<file path="src/rtl/mem_data_dumper.sv">
// Sequential reader for the BIP I data memory: walks addresses 0..DUMP_DEPTH-1 and
// streams every word, least-significant byte first, through the UART TX byte handshake.
module mem_data_dumper #(
   parameter int RAM_WIDTH    = 16,
   parameter int ADDR_WIDTH   = 11,
   parameter int DUMP_DEPTH   = 1024,
   parameter int READ_LATENCY = 1
) (
   input  logic                  i_clk,
   input  logic                  i_reset,
   input  logic                  i_start,
   output logic [ADDR_WIDTH-1:0] o_addr,
   input  logic [RAM_WIDTH-1:0]  i_data,
   output logic [7:0]            o_tx_data,
   output logic                  o_tx_start,
   input  logic                  i_tx_done,
   output logic                  o_busy,
   output logic                  o_done
);

   localparam int NBYTES = RAM_WIDTH / 8;
   localparam int IDX_W  = (NBYTES > 1) ? $clog2(NBYTES) : 1;
   localparam int LAT_W  = (READ_LATENCY > 1) ? $clog2(READ_LATENCY) : 1;

   localparam logic [IDX_W-1:0]      LAST_IDX  = IDX_W'(NBYTES - 1);
   localparam logic [LAT_W-1:0]      LAT_LAST  = LAT_W'(READ_LATENCY - 1);
   // Full-width compare, so DUMP_DEPTH = 2**ADDR_WIDTH never needs the overflowed address.
   localparam logic [ADDR_WIDTH-1:0] LAST_ADDR = ADDR_WIDTH'(DUMP_DEPTH - 1);

   typedef enum logic [2:0] {
      S_IDLE,
      S_READ,
      S_LOAD,
      S_SEND,
      S_WAIT,
      S_DONE
   } state_t;

   state_t                r_state;
   state_t                w_next;
   logic [ADDR_WIDTH-1:0] r_addr;
   logic [LAT_W-1:0]      r_lat;
   logic [IDX_W-1:0]      r_idx;
   logic [RAM_WIDTH-1:0]  r_word;

   always_ff @(posedge i_clk) begin
      if (i_reset) begin
         r_state <= S_IDLE;
      end else begin
         r_state <= w_next;
      end
   end

   always_comb begin
      w_next = r_state;
      case (r_state)
         S_IDLE: begin
            if (i_start) begin
               w_next = S_READ;
            end
         end
         S_READ: begin
            if (r_lat == LAT_LAST) begin
               w_next = S_LOAD;
            end
         end
         S_LOAD: w_next = S_SEND;
         S_SEND: w_next = S_WAIT;
         S_WAIT: begin
            if (i_tx_done) begin
               if (r_idx != LAST_IDX) begin
                  w_next = S_SEND;
               end else if (r_addr != LAST_ADDR) begin
                  w_next = S_READ;
               end else begin
                  w_next = S_DONE;
               end
            end
         end
         S_DONE:  w_next = S_IDLE;
         default: w_next = S_IDLE;
      endcase
   end

   // Address, latency counter, byte index and captured word follow the FSM transitions.
   always_ff @(posedge i_clk) begin
      if (i_reset) begin
         r_addr <= '0;
         r_lat  <= '0;
         r_idx  <= '0;
         r_word <= '0;
      end else begin
         case (r_state)
            S_IDLE: begin
               if (i_start) begin
                  r_addr <= '0;
                  r_lat  <= '0;
               end
            end
            S_READ: begin
               if (r_lat != LAT_LAST) begin
                  r_lat <= r_lat + 1'b1;
               end
            end
            S_LOAD: begin
               r_word <= i_data;
               r_idx  <= '0;
            end
            S_WAIT: begin
               if (i_tx_done) begin
                  if (r_idx != LAST_IDX) begin
                     r_idx <= r_idx + 1'b1;
                  end else if (r_addr != LAST_ADDR) begin
                     r_addr <= r_addr + 1'b1;
                     r_lat  <= '0;
                  end else begin
                     r_addr <= '0;
                  end
               end
            end
            default: begin
            end
         endcase
      end
   end

   always_comb begin
      o_tx_start = (r_state == S_SEND);
      o_done     = (r_state == S_DONE);
      o_busy     = (r_state == S_READ) || (r_state == S_LOAD) ||
                   (r_state == S_SEND) || (r_state == S_WAIT);
   end

   // Byte lane select; idx only changes on a real done, so the byte holds through WAIT.
   always_comb begin
      o_tx_data = '0;
      for (int b = 0; b < NBYTES; b++) begin
         if (r_idx == IDX_W'(b)) begin
            o_tx_data = r_word[8*b +: 8];
         end
      end
   end

   assign o_addr = r_addr;

endmodule

</file>
<file path="config.mk">
export PLATFORM = sky130hd
export DESIGN_NAME = mem_data_dumper
export DESIGN_NICKNAME = d
export VERILOG_FILES = /design/src/rtl/mem_data_dumper.sv
export SDC_FILE = /design/constraint.sdc
export NUM_CORES = 1
export LEC_CHECK = 0
export ABC_CLOCK_PERIOD_IN_PS = 3800
export CAP_MARGIN = 20
export CORE_AREA = 2 2 58 60
export DETAILED_ROUTE_END_ITERATION = 7
export DIE_AREA = 0 0 60 62
export GPL_ROUTABILITY_DRIVEN = 0
export MAX_ROUTING_LAYER = met4
export PLACE_DENSITY = 0.79
export SYNTH_ARGS = -nofsm -noshare
export SYNTH_HDL_FRONTEND = slang
export SYNTH_SLANG_ARGS = --single-unit
export TNS_END_PERCENT = 30
</file>
<file path="constraint.sdc">
create_clock -name i_clk -period 3.8 [get_ports i_clk]
set_clock_uncertainty 0.15 [all_clocks]
set_input_delay 0.76 -clock i_clk [delete_from_list [all_inputs] [get_ports i_clk]]
set_output_delay 0.76 -clock i_clk [all_outputs]
set_load 0.01 [all_outputs]
</file>
==> results of run 1 <==
[Yosys cell counts, types with 2 or more instances]
cell type,n
dfxtp_1,31
mux2_2,8
buf_6,2
nor3b_2,2
clkbuf_1,2
a21oi_1,21
and3b_1,2
a211oi_1,4
a22oi_1,2
nand3_1,5
xnor2_1,9
nand4_1,3
nor2_1,16
nand3b_1,2
nand2_1,38
a31oi_1,2
buf_2,5
[critical path: cells and delay by family (launching register included)]
kind,cells,cell delay (ps)
buf+inv,1,480
flops,1,710
mux,1,410
[flip-flops by register name, indices dropped and copies added (netlist names)]
| signal | flops |
|---|---|
| o_addr | 11 |
| r_word | 16 |
| r_idx | 1 |
| r_state | 3 |
[per-layer routing]
layer / up-vias / part of all wire / global-route usage
met5: - / 0 / -
met4: 0 / 0.018 / 0.0857
li1: 692 / - / -
met3: 6 / 0.056 / 0.0663
met2: 35 / 0.49 / 0.349
met1: 661 / 0.43 / 0.210
[layout by cell type, fill, tap and decap left out, types with 2 or more instances in the layout]
| master | count |
|---|---|
| a211oi_1 | 4 |
| nor2_1 | 16 |
| a21oi_1 | 21 |
| clkbuf_4 | 5 |
| nor3b_2 | 2 |
| clkdlybuf4s50_1 | 41 |
| nand2_1 | 38 |
| nand3_1 | 5 |
| a31oi_1 | 2 |
| nand4_1 | 3 |
| mux2_2 | 8 |
| a22oi_1 | 2 |
| xnor2_1 | 9 |
| and3b_1 | 2 |
| nand3b_1 | 2 |
| dfxtp_1 | 31 |
[worst max-delay path by stage]
stage	startpoint	end
global placement	i_tx_done	o_addr[10]
global route	r_idx	o_tx_data[3]
detailed placement	i_reset	r_state[2]
floorplan	r_idx	o_tx_data[0]
CTS	r_idx	o_tx_data[1]
finish	r_idx	o_tx_data[1]
[cell families after synthesis]
logic type | Yosys count
simple gates | 78
xor+xnor | 9
buf+inv | 12
compound gates | 38
flops | 31
mux | 8
fa+ha+maj | 1
[report_power, final]
part	switching, mW	internal [mW]	leakage (nW)	total, mW
clock	0.109	0.0855	0.0341	0.195
combinational	0.0820	0.0787	0.357	0.161
sequential	0.0201	0.344	0.251	0.365
[final cells by class]
| cell class | count | area (µm²) | area share |
|---|---|---|---|
| Clock inverter | 1 | 5.00 | 0.00251 |
| Timing Repair Buffer | 41 | 410 | 0.206 |
| Tap cell | 46 | 57.6 | 0.0289 |
| Clock buffer | 6 | 51.3 | 0.0257 |
| Multi-Input combinational cell | 134 | 846 | 0.424 |
| Inverter | 1 | 3.75 | 0.00188 |
| Sequential cell | 31 | 621 | 0.311 |
==> flow_summary.ini, run 1 <==
[outcome]
status = finished, final reports clean

[pwr]
power_mw = 0.720
power.density_mw_per_mm2 = 361
ir_worst_vdd_mv = 0.249
leakagePower_nw = 0.642

[yosys]
synth_edf_count = 0
avgSynthCellArea_um2 = 8.68
syn_area_mm2 = 0.00154
synth_top_family_by_area = simple AND/OR/NAND/NOR gates
synth_cell_types = 40
yosys.area_share.simple = 0.247
syn_inst = 177
synth_compound_area_frac = 0.186
synth_seq_cells = 31
seq_area_frac_synth = 0.404
synth_async_sr_flop_share = 0
synth_xor_area_frac = 0.0513
synth_area_leader_cell = dfxtp_1
synth_area_leaders = dfxtp_1 (40%), nand2_1 (9.3%), a21oi_1 (6.8%), mux2_2 (5.9%), xnor2_1 (5.1%)
synth-main-ff-cell = dfxtp_1
post_synth_mux_area_share = 0.0586
yosys.area_share.adder = 0.00814
syn_nets = 198
synthDominantCellAreaShare = 0.404
synth_warnings = 0

[detailed_routing]
dr.pass1.iters = 4
drc_errors = 0
antenna_left = 0
viasPerCell = 5.36
wirelength_mm = 3.37
vias = 1394
dr.first_iter.drc_count = 89
wire_per_inst_um = 13.0

[timing]
period_needed_ps = 2840
max-slew-margin-rel = 0.374
worst_slack_ps = 956
holdWs_ps = 310
tns_ps = 0
fin_crit_sh = 0.749
hold_violations = 0
report.final.slew_viol_count = 0
setup_violations = 0
worstMarginPinSlew_ps = 934
max_freq_mhz = 352
rsz0062_at_grt = no

[critical_path]
arrival_ps = 1930
cp-end-kind = output port
required_ps = 2890
max_stage_delay_ps = 710
crit_slowest_cell = dfxtp_1
path_class = flop to output port
cp_max_fo = 12
rrSetupSlack_ps = 1790
start_kind = flop
r2r_end = o_addr[10]
reg2reg_from = r_idx
r2r_cells = 4
crit_path_cell_trace = mux2_2 > clkdlybuf4s50_1

[layout]
nets = 235
stdcell_area_mm2 = 0.00199
n_antenna_cell = 0
instances_no_fill = 260
n_fill_cell = 294
layout-drive-gt1-share = 0.117
syn_to_final_growth_pct = 29.8
finalCoreUtilization = 0.627

[place]
placed_cell_area_mm2 = 0.00194
dp.cells = 253
io_buffers = 41
dp_slack_ps = 1300
dp_hpwl_mm = 2.42

[cts]
post_cts.resized_instances = 0
cts_setup_buffers = 0
clock_sinks = 31
cts.hold.buffers_added = 0
cts_tree = yes
clk_pin_slew_ps = 100
insertion_delay_ps = 330
clockBufferDepth = 2
numCtsBuffers = 5
h-tree-depth = 2
clockRootBuffer = clkbuf_4

[worst_hold_path]
whs_endpoint = r_word[2]
min_from = r_word[2]
holdCritPathClass = flop to flop
hold_depth = 2

[grt]
grt_pass1_vias = 1258
grt_max_degree = 25
grt_pass1_wl_mm = 5.31
grtUsageTotal = 0.201
gr-total-overflow = 0
antenna_found_initial = 0

[flow_run]
cap_violations = 0

[die]
io_pins = 42
core_mm2 = 0.00318
dieArea_mm2 = 0.00372
dieHeight_um = 62
rows = 21
die_w_um = 60
initial_utilization = 0.483
Power figures use the tool's default switching activity.
==> run 2: changes to the inputs <==
==> config.mk (replaced) <==
export PLATFORM = sky130hd
export DESIGN_NAME = mem_data_dumper
export DESIGN_NICKNAME = d
export VERILOG_FILES = /design/src/rtl/mem_data_dumper.sv
export SDC_FILE = /design/constraint.sdc
export NUM_CORES = 1
export LEC_CHECK = 0
export ABC_CLOCK_PERIOD_IN_PS = 2600
export CAP_MARGIN = 20
export CORE_AREA = 2 2 63 65
export DETAILED_ROUTE_END_ITERATION = 7
export DIE_AREA = 0 0 65 67
export GPL_ROUTABILITY_DRIVEN = 0
export MAX_ROUTING_LAYER = met4
export PLACE_DENSITY = 0.71
export SYNTH_ARGS = -nofsm -noshare
export SYNTH_HDL_FRONTEND = slang
export SYNTH_SLANG_ARGS = --single-unit
export TNS_END_PERCENT = 30
==> constraint.sdc (replaced) <==
create_clock -name i_clk -period 2.6 [get_ports i_clk]
set_clock_uncertainty 0.15 [all_clocks]
set_input_delay 0.52 -clock i_clk [delete_from_list [all_inputs] [get_ports i_clk]]
set_output_delay 0.52 -clock i_clk [all_outputs]
set_load 0.01 [all_outputs]
==> flow_summary.ini, run 2 (synthesis results as in run 1) <==
[layout]
nets = 239
n_antenna_cell = 0
ff_latch_area_um2 = 621
top_register = r_word
largest_reg_flops = 16
n_fill_cell = 341
layout-drive-gt1-share = 0.133
layout_commonest_cell = clkdlybuf4s50_1
syn_to_final_growth_pct = 34.0
multi_input_area_um2 = 846
layout_common_cells = clkdlybuf4s50_1 (41), nand2_1 (38), dfxtp_1 (31)

[grt]
grtUsageTotal = 0.168
grt_max_degree = 19
grt_pass1_vias = 1222
gr-total-overflow = 0
grt_pass1_wl_mm = 5.53
antenna_found_initial = 0

[timing]
report.final.slew_viol_count = 0
tns_ps = 0
setup_violations = 0
fin_crit_sh = 0.923
worstMarginPinSlew_ps = 491
max_freq_mhz = 417
period_needed_ps = 2400
rsz0062_at_grt = no
hold_violations = 0
max-slew-margin-rel = 0.672

[cts]
clk_pin_slew_ps = 60
clockBufferDepth = 2
cts_setup_buffers = 0
post_cts.resized_instances = 0
numCtsBuffers = 5
h-tree-depth = 2
cts_tree = yes
insertion_delay_ps = 270
clockRootBuffer = clkbuf_8
clock_sinks = 31
cts.hold.buffers_added = 0

[detailed_routing]
wire_per_inst_um = 12.4
drc_errors = 0
dr.pass1.iters = 4
antenna_left = 0
wirelength_mm = 3.29
vias = 1349
viasPerCell = 5.07
dr.first_iter.drc_count = 88

[die]
die_w_um = 65
dieHeight_um = 67
core_mm2 = 0.00361
initial_utilization = 0.426
io_pins = 42
dieArea_mm2 = 0.00436
rows = 22

[pwr]
p_seq_frac = 0.465
p_int_mw = 0.831
power.density_mw_per_mm2 = 555
switching_share = 0.273
leakagePower_nw = 0.676
power_mw = 1.14
combPwrFrac = 0.209
clock_power_share = 0.326
switchingPower_mw = 0.312
ir_worst_vdd_mv = 0.251

[worst_hold_path]
hold_depth = 2
holdCritPathClass = flop to flop

[critical_path]
cp-end-kind = output port
path_class = flop to output port
required_ps = 1930
cp_max_fo = 9
arrival_ps = 1730
start_kind = flop
r2r_cells = 5

[place]
io_buffers = 41
dp_hpwl_mm = 2.36

[outcome]
status = finished, final reports clean

[flow_run]
cap_violations = 0
-- run 2: routing by layer --
metal  GRT usage  share of wire  wire length, µm
met5           -              0                0
met4      0.0718         0.0076               25
met3      0.0372          0.043              140
met2       0.259           0.47             1550
met1       0.214           0.48             1570
-- run 2: through the flow --
step	area [µm²]	setup WS, ps	instances	hold slack [ps]	utilization
after floorplan	1540	869	177	283	-
after global placement	1970	374	259	291	0.546
after detailed placement	1970	366	259	294	0.546
after CTS	2060	187	266	303	0.571
after global routing	2060	133	266	318	0.571
final	2060	201	266	301	0.571
-- run 2: path summary, 6_finish.rpt --
| check | start | to | slack, ps |
|---|---|---|---|
| max reg2reg | r_idx | o_addr[10] | 680 |
| max | r_idx | o_tx_data[7] | 200 |
| min reg2reg | r_word[10] | r_word[10] | 300 |
| min | r_word[10] | r_word[10] | 300 |
-- run 2: final cells by class --
| cell class | instances | area share |
|---|---|---|
| Sequential cell | 31 | 0.302 |
| Timing Repair Buffer | 45 | 0.214 |
| Clock buffer | 6 | 0.0401 |
| Clock inverter | 1 | 0.00243 |
| Tap cell | 48 | 0.0292 |
| Multi-Input combinational cell | 134 | 0.411 |
| Inverter | 1 | 0.00182 |
-- run 2: worst max-delay path, cell delays in order (launching register included) --
cell	delay, ps
dfxtp_1	580
mux2_2	380
clkdlybuf4s50_1	500
-- run 2: power groups by stage --
stage	sequential (mW)	combinational, mW	clock [mW]
after floorplan	0.527	0.180	0
after global placement	0.541	0.240	0
after detailed placement	0.542	0.240	0
after CTS	0.532	0.241	0.388
after global routing	0.538	0.267	0.402
final	0.532	0.239	0.373
==> run 3: changes to the inputs <==
--- a/config.mk
+++ b/config.mk
@@ -11,7 +11,6 @@
 export DETAILED_ROUTE_END_ITERATION = 7
 export DIE_AREA = 0 0 65 67
 export GPL_ROUTABILITY_DRIVEN = 0
-export MAX_ROUTING_LAYER = met4
 export PLACE_DENSITY = 0.71
 export SYNTH_ARGS = -nofsm -noshare
 export SYNTH_HDL_FRONTEND = slang
==> flow_summary.ini, run 3 (synthesis results as in run 1) <==
[outcome]
status = finished, final reports clean

[detailed_routing]
viasPerCell = 5.13
drc_errors = 0
antenna_left = 0
dr.pass1.iters = 4
dr.first_iter.drc_count = 89
vias = 1365
wire_per_inst_um = 12.4
wirelength_mm = 3.31

[layout]
layout_common_cells = clkdlybuf4s50_1 (41), nand2_1 (38), dfxtp_1 (31)
instances_no_fill = 266
layout_commonest_cell = clkdlybuf4s50_1
stdcell_area_mm2 = 0.00206
n_fill_cell = 341
multi_input_area_um2 = 846
layout-drive-gt1-share = 0.133
syn_to_final_growth_pct = 34.0
n_antenna_cell = 0
top_register = r_word
nets = 239
largest_reg_flops = 16
ff_latch_area_um2 = 621

[critical_path]
r2r_end = o_addr[10]
path_class = flop to output port
required_ps = 1930
max_stage_delay_ps = 580
crit_buf_inv = 1
cp-end-kind = output port
rrSetupSlack_ps = 690
cp_max_fo = 9
crit_slowest_cell = dfxtp_1
arrival_ps = 1730
startpoint = r_idx
crit_family = flip-flops
start_kind = flop
r2r_cells = 5
crit_path_cell_trace = mux2_2 > clkdlybuf4s50_1
reg2reg_from = r_idx

[timing]
max-slew-margin-rel = 0.665
hold_violations = 0
period_needed_ps = 2400
tns_ps = 0
fin_crit_sh = 0.922
rsz0062_at_grt = no
max_freq_mhz = 417
worstMarginPinSlew_ps = 503
report.final.slew_viol_count = 0
setup_violations = 0
worst_slack_ps = 202

[cts]
insertion_delay_ps = 270
clock_sinks = 31
h-tree-depth = 2
post_cts.resized_instances = 0
clk_pin_slew_ps = 60
numCtsBuffers = 5
cts.hold.buffers_added = 0
cts_setup_buffers = 0
clockBufferDepth = 2
cts_tree = yes
clockRootBuffer = clkbuf_8

[place]
io_buffers = 41
placed_cell_area_mm2 = 0.00197
dp.cells = 259
dp_hpwl_mm = 2.36
dp_slack_ps = 366

[worst_hold_path]
whs_endpoint = r_word[10]
holdCritPathClass = flop to flop
min_from = r_word[10]
hold_depth = 2

[pwr]
ir_worst_vdd_mv = 0.251
power.density_mw_per_mm2 = 555
leakagePower_nw = 0.676

[die]
die_w_um = 65
dieHeight_um = 67
initial_utilization = 0.426
rows = 22
io_pins = 42
dieArea_mm2 = 0.00436
core_mm2 = 0.00361

[grt]
grtUsageTotal = 0.164
gr-total-overflow = 0
grt_pass1_wl_mm = 5.53
grt_pass1_vias = 1224
antenna_found_initial = 0
grt_max_degree = 19

[flow_run]
cap_violations = 0
[run 3: routing by layer]
metal	global-route usage	up-vias	routed length [µm]
li1	-	700	-
met1	0.214	624	1580
met2	0.259	39	1560
met3	0.0372	2	144
met4	0.0718	0	25
met5	0	-	0
[run 3: cell type report]
| type | count | area share |
|---|---|---|
| clock buffer | 6 | 0.0401 |
| clock inverter | 1 | 0.00243 |
| inverter | 1 | 0.00182 |
| multi-input combinational | 134 | 0.411 |
| sequential | 31 | 0.302 |
| tap | 48 | 0.0292 |
| timing repair buffer | 45 | 0.214 |
[run 3: report_power, final]
part           leakage [nW]  total [mW]  internal [mW]  switching, mW
sequential            0.251       0.532          0.504         0.0275
combinational         0.378       0.239          0.120          0.119
clock                0.0470       0.373          0.207          0.165
[run 3: per-stage QoR]
stage	hold slack (ps)	utilization	power (mW)
6_report	301	0.571	1.14
5_1_grt	318	0.571	1.21
4_1_cts	303	0.571	1.16
3_5_place_dp	294	0.546	0.782
3_3_place_gp	291	0.546	0.781
2_1_floorplan	283	-	0.707
[run 3: worst max-delay path by stage]
| stage | to | slack [ps] | cells past startpoint |
|---|---|---|---|
| 6_report | o_tx_data[7] | 200 | 2 |
| 5_1_grt | o_tx_data[7] | 130 | 2 |
| 4_1_cts | o_tx_data[7] | 190 | 2 |
| 3_5_place_dp | o_addr[10] | 370 | 5 |
| 3_3_place_gp | o_addr[10] | 370 | 5 |
| 2_1_floorplan | o_tx_data[0] | 870 | 2 |
[run 3: worst reg2reg max path: cells and delay by family, from the launching register on]
family,cells,cell delay (ps)
flops,1,580
compound gates,1,460
simple gates,2,250
buf+inv,1,210
xor+xnor,1,160
